`src/rtl/change_dispenser.sv`:
```
// Pays out a change amount as timed ejector pulses, large coins first, then unit coins.
// Outputs are registered copies of the internal state, so they trail it by one cycle.
module change_dispenser #(
  parameter int unsigned WIDTH     = 4,
  parameter int unsigned FIVE_VAL  = 5,
  parameter int unsigned PULSE_LEN = 2_500_000,
  parameter int unsigned GAP_LEN   = 2_500_000
) (
  input  logic             clk,
  input  logic             reset,
  input  logic             start,
  input  logic [WIDTH-1:0] amount,
  input  logic             abort,
  output logic             eject_five,
  output logic             eject_one,
  output logic [WIDTH-1:0] remaining,
  output logic             busy,
  output logic             done
);

  localparam int unsigned MAX_LEN = (PULSE_LEN > GAP_LEN) ? PULSE_LEN : GAP_LEN;
  localparam int unsigned CNT_W   = (MAX_LEN > 1) ? $clog2(MAX_LEN) : 1;
  localparam logic [CNT_W-1:0] PULSE_LAST = CNT_W'(PULSE_LEN - 1);
  localparam logic [CNT_W-1:0] GAP_LAST   = CNT_W'(GAP_LEN - 1);
  localparam logic [WIDTH-1:0] FIVE       = WIDTH'(FIVE_VAL);
  localparam logic [WIDTH-1:0] ONE        = WIDTH'(1);

  typedef enum logic [2:0] {
    S_IDLE,
    S_SELECT,
    S_PULSE,
    S_GAP,
    S_DONE
  } state_e;

  state_e           state_q, state_d;
  logic [WIDTH-1:0] rem_q, rem_d;
  logic [CNT_W-1:0] cnt_q, cnt_d;
  logic             coin_five_q, coin_five_d;
  logic             abort_q, abort_d;
  logic             eject_five_q, eject_five_d;
  logic             eject_one_q, eject_one_d;
  logic [WIDTH-1:0] remaining_q, remaining_d;
  logic             busy_q, busy_d;
  logic             done_q, done_d;
  logic [WIDTH-1:0] rem_paid;

  // Amount left after the coin currently in PULSE; saturates at zero.
  always_comb begin
    rem_paid = '0;
    if (coin_five_q) begin
      if (rem_q >= FIVE) rem_paid = rem_q - FIVE;
    end else begin
      if (rem_q != '0) rem_paid = rem_q - ONE;
    end
  end

  // Next-state and datapath.
  always_comb begin
    state_d     = state_q;
    rem_d       = rem_q;
    cnt_d       = cnt_q;
    coin_five_d = coin_five_q;
    abort_d     = abort_q | (abort & (state_q != S_IDLE));

    case (state_q)
      S_IDLE: begin
        if (start) begin
          rem_d   = amount;
          abort_d = 1'b0;
          state_d = S_SELECT;
        end
      end
      S_SELECT: begin
        cnt_d = '0;
        if (abort_q || (rem_q == '0)) begin
          state_d = S_DONE;
        end else begin
          coin_five_d = (rem_q >= FIVE);
          state_d     = S_PULSE;
        end
      end
      S_PULSE: begin
        if (cnt_q == PULSE_LAST) begin
          rem_d   = rem_paid;
          cnt_d   = '0;
          state_d = S_GAP;
        end else begin
          cnt_d = cnt_q + CNT_W'(1);
        end
      end
      S_GAP: begin
        if (cnt_q == GAP_LAST) begin
          cnt_d   = '0;
          state_d = S_SELECT;
        end else begin
          cnt_d = cnt_q + CNT_W'(1);
        end
      end
      S_DONE: begin
        state_d = S_IDLE;
      end
      default: begin
        state_d = S_IDLE;
      end
    endcase
  end

  // Registered outputs decoded from the current state.
  always_comb begin
    eject_five_d = (state_q == S_PULSE) & coin_five_q;
    eject_one_d  = (state_q == S_PULSE) & ~coin_five_q;
    remaining_d  = rem_q;
    busy_d       = (state_q != S_IDLE);
    done_d       = (state_q == S_DONE);
  end

  always_ff @(posedge clk or negedge reset) begin
    if (!reset) begin
      state_q      <= S_IDLE;
      rem_q        <= '0;
      cnt_q        <= '0;
      coin_five_q  <= 1'b0;
      abort_q      <= 1'b0;
      eject_five_q <= 1'b0;
      eject_one_q  <= 1'b0;
      remaining_q  <= '0;
      busy_q       <= 1'b0;
      done_q       <= 1'b0;
    end else begin
      state_q      <= state_d;
      rem_q        <= rem_d;
      cnt_q        <= cnt_d;
      coin_five_q  <= coin_five_d;
      abort_q      <= abort_d;
      eject_five_q <= eject_five_d;
      eject_one_q  <= eject_one_d;
      remaining_q  <= remaining_d;
      busy_q       <= busy_d;
      done_q       <= done_d;
    end
  end

  assign eject_five = eject_five_q;
  assign eject_one  = eject_one_q;
  assign remaining  = remaining_q;
  assign busy       = busy_q;
  assign done       = done_q;

endmodule
```
`config.mk`:
```
export PLATFORM = sky130hd
export DESIGN_NAME = change_dispenser
export DESIGN_NICKNAME = d
export VERILOG_FILES = /design/src/rtl/change_dispenser.sv
export SDC_FILE = /design/constraint.sdc
export NUM_CORES = 1
export LEC_CHECK = 0
export CAP_MARGIN = 40
export CORE_MARGIN = 4
export CORE_UTILIZATION = 40
export CTS_CLUSTER_DIAMETER = 120
export DETAILED_ROUTE_END_ITERATION = 7
export REMOVE_ABC_BUFFERS = 1
export SYNTH_ARGS = -nofsm -noshare
export SYNTH_HDL_FRONTEND = slang
export SYNTH_SLANG_ARGS = --single-unit
```
`constraint.sdc`:
```
create_clock -name clk -period 5.1 [get_ports clk]
set_input_delay 1.02 -clock clk [delete_from_list [all_inputs] [get_ports clk]]
set_output_delay 1.02 -clock clk [all_outputs]
set_load 0.05 [all_outputs]
```
==> impl_results.md <==
- Status: finished clean
- Most common cell after layout, fill and taps aside: dfrtp_1
- Core area: 0.004848 mm2
- Leak: 1.034 nW
- CP Launch Type: flop
- Ratio of cells with drive above 1 in the final layout: 8.861%
- Maximum VDD drop: 169.9 uV
- Clk_lat worst skew: 0.28 ns
- Final period util: 47.61%
- Commonest non-fill, non-tap cells in the layout: dfrtp_1 (39), nand2_1 (20), a31oi_1 (18)
- Drt pass-1 iters: 5
- Crit Path Class: flop to output port
- Compound-Gate Fraction of Synth Area: 20.38%
- Crit path max-delay family: buffers and inverters
- Critical Path Sink Type: output port
- Largest area contributor in the netlist: dfrtp_1
- Die area: 0.006354 mm2
- H-tree levels: 2
- Input/output buffers: 15
- Buf/Inv on CP: 1
- Maxcap violations: 0
- Slowest cell on crit path: clkdlybuf4s50_1
- Starting Density: 42.43%
- Maximum fanout along the worst path: 1
- Hold Fails Final Rpt: 0
- Detail Route Antenna Nets: 0
- Global-route wire length before repair: 7776 um
- Post-Synth Simple-Gate Area: 24.64%
- Share of the synthesized area in the top cell type: 47.45%
- Cell count after synthesis: 219
- Die height: 79.71 um
- Sw Ratio: 20.35%
- Adder-Cell Fraction of Synth Area: 1.825%
- Root buf cell: clkbuf_8
- Setup violators final: 0
- Worst EP required: 4.08 ns
- Register area share after synthesis: 47.45%
- DRT iter0 DRCs: 66
- Clock Skew: 0.004982 ns
- Reg clk slew, reported paths: 0.07 ns
- Hold_ws: 0.4533 ns
- Post-layout min period: 2.428 ns
- Pre-CTS setup slack: 2.654 ns
- Synth Area in XOR/XNOR: 0%
- Arrival @ worst endpoint: 1.41 ns
- Worst reg-to-reg setup slack: 2.82 ns
- Net switching power: 0.1077 mW
- Vias per inst: 5.493
- Post-synth ARST share: 100.0%
- Initial antenna violation count: 0
- RSZ-0062 raised after global routing: no
- Ys Warns: 0
- Placer Congestion: 0.7644
- CTS tree: built
- Worst-case clock buffer depth: 2
- Post-Syn Area: 0.002057 mm2
- Max incr delay on CP: 0.80 ns
- Power per Cell Area: 222.0 mW/mm2
- Die Wd: 79.71 um
- CP Cell Sequence: clkdlybuf4s50_1
- Avg Cell Area, Syn: 9.393 um2
- Pint: 0.4216 mW
- Total track usage: 15.64%
- Synth area leaders: dfrtp_1 (47%), a31oi_1 (5.5%), a21oi_1 (4.1%)
- Postcts setup bufs: 0
- Clock power share: 39.1%
- Fmax: 411.8 MHz
- Worst Hold Class: flop to flop
- CTS sink cnt: 39
- Area Overhead vs Synth: 15.88%
- Routed vias: 1670
- Final Net Count: 248
- Final Max Slew Viols: 0
- Reg power frac: 58.4%
- Std cell rows: 25
- Worst Tran Pin Value: 0.7552 ns
- Io pins: 16
- EDFF count, synth: 0
- CTS Hold Bufs: 0
- Largest family of logic cells by synthesized area: simple AND/OR/NAND/NOR gates
- Setup TNS: 0 ns
- Slew Limit Headroom: 49.55%
- Post_cts resized: 0
- DR DRC count: 0
- Register bit total from synthesis: 39
- Largest net degree at the start of global routing: 22
- DP HPWL: 3152 um
- Antenna Cells: 0
- Top FF cell, synth: dfrtp_1
- Pwr Total: 0.5292 mW
- Combinational Power Share: 2.5%
- Mean routed wirelength per cell: 14.41 um
- Post-synthesis mux area share: 2.129%
- Setup ws final: 2.672 ns
- CTS Buf Count: 5
- Synth cell types: 50
- Vias in the first global route: 1603
- Post-Route WL: 4382 um
- Grt ovf: 0
## cell usage after synthesis, drive strengths merged (5+ instances only)
cell type / instances
a21oi: 17
a31oi: 18
dfrtp: 39
inv: 9
nand2: 20
nand3: 10
nand4: 6
nor2: 14
nor2b: 6
o21ai: 18
or3: 5
## registers in the layout, summed over array words and instances, names as in the netlist
register and count:
state_q 3, rem_q 4, cnt_q 22, abort_q 1
eject_five 1, remaining 4, busy 1, done 1
eject_one 1, coin_five_q 1
## power groups by stage
stage	Combinational [mW]	Clock (mW)	Sequential, mW
2_1_floorplan	0.0000438	0	0.315
3_3_place_gp	0.0113	0	0.315
3_5_place_dp	0.0140	0	0.315
4_1_cts	0.0140	0.216	0.309
5_1_grt	0.0151	0.229	0.309
6_report	0.0133	0.207	0.309
## cell families after synthesis
family | Yosys count
muxes | 4
and+or+nand+nor | 88
buffers and inverters | 16
AOI/OAI and AO/OA | 69
DFF | 39
adders and majority gates | 3
## worst paths after layout
| path | start | to | depth (start not counted) |
|---|---|---|---|
| worst max-delay path | done | done | 1 |
| worst min-delay path | rem_q[1] | remaining[1] | 0 |
| worst max register to register | cnt_q[0] | cnt_q[11] | 7 |
| worst min register to register | rem_q[1] | remaining[1] | 0 |
| max in group asynchronous | reset | state_q[1] | 2 |
| min in group asynchronous | reset | cnt_q[10] | 1 |
## layout make-up
type | instances | area (um2)
Multi-Input combinational cell | 164 | 1007
Inverter | 9 | 33.78
Fill cell | 454 | 2465
Clock inverter | 1 | 5.005
Timing Repair Buffer | 18 | 195.2
Sequential cell | 39 | 975.9
Tap cell | 67 | 83.83
Clock buffer | 6 | 82.58
## metal layers
metal	part of all wire, %	global-route usage (%)
met4	0.66	4.811
met3	4.9	3.612
met5	0	0
met1	51	22.76
met2	43	22.95
## through the flow
stage / cell area, um2 / cells / utilization [%]
CTS: 2384 / 304 / 49.16
finish: 2384 / 304 / 49.16
floorplan: 2017 / 212 / -
detailed placement: 2296 / 297 / 47.35
global placement: 2246 / 294 / 46.32
global route: 2384 / 304 / 49.16
Note: power is estimated with default switching activity, not from simulation.
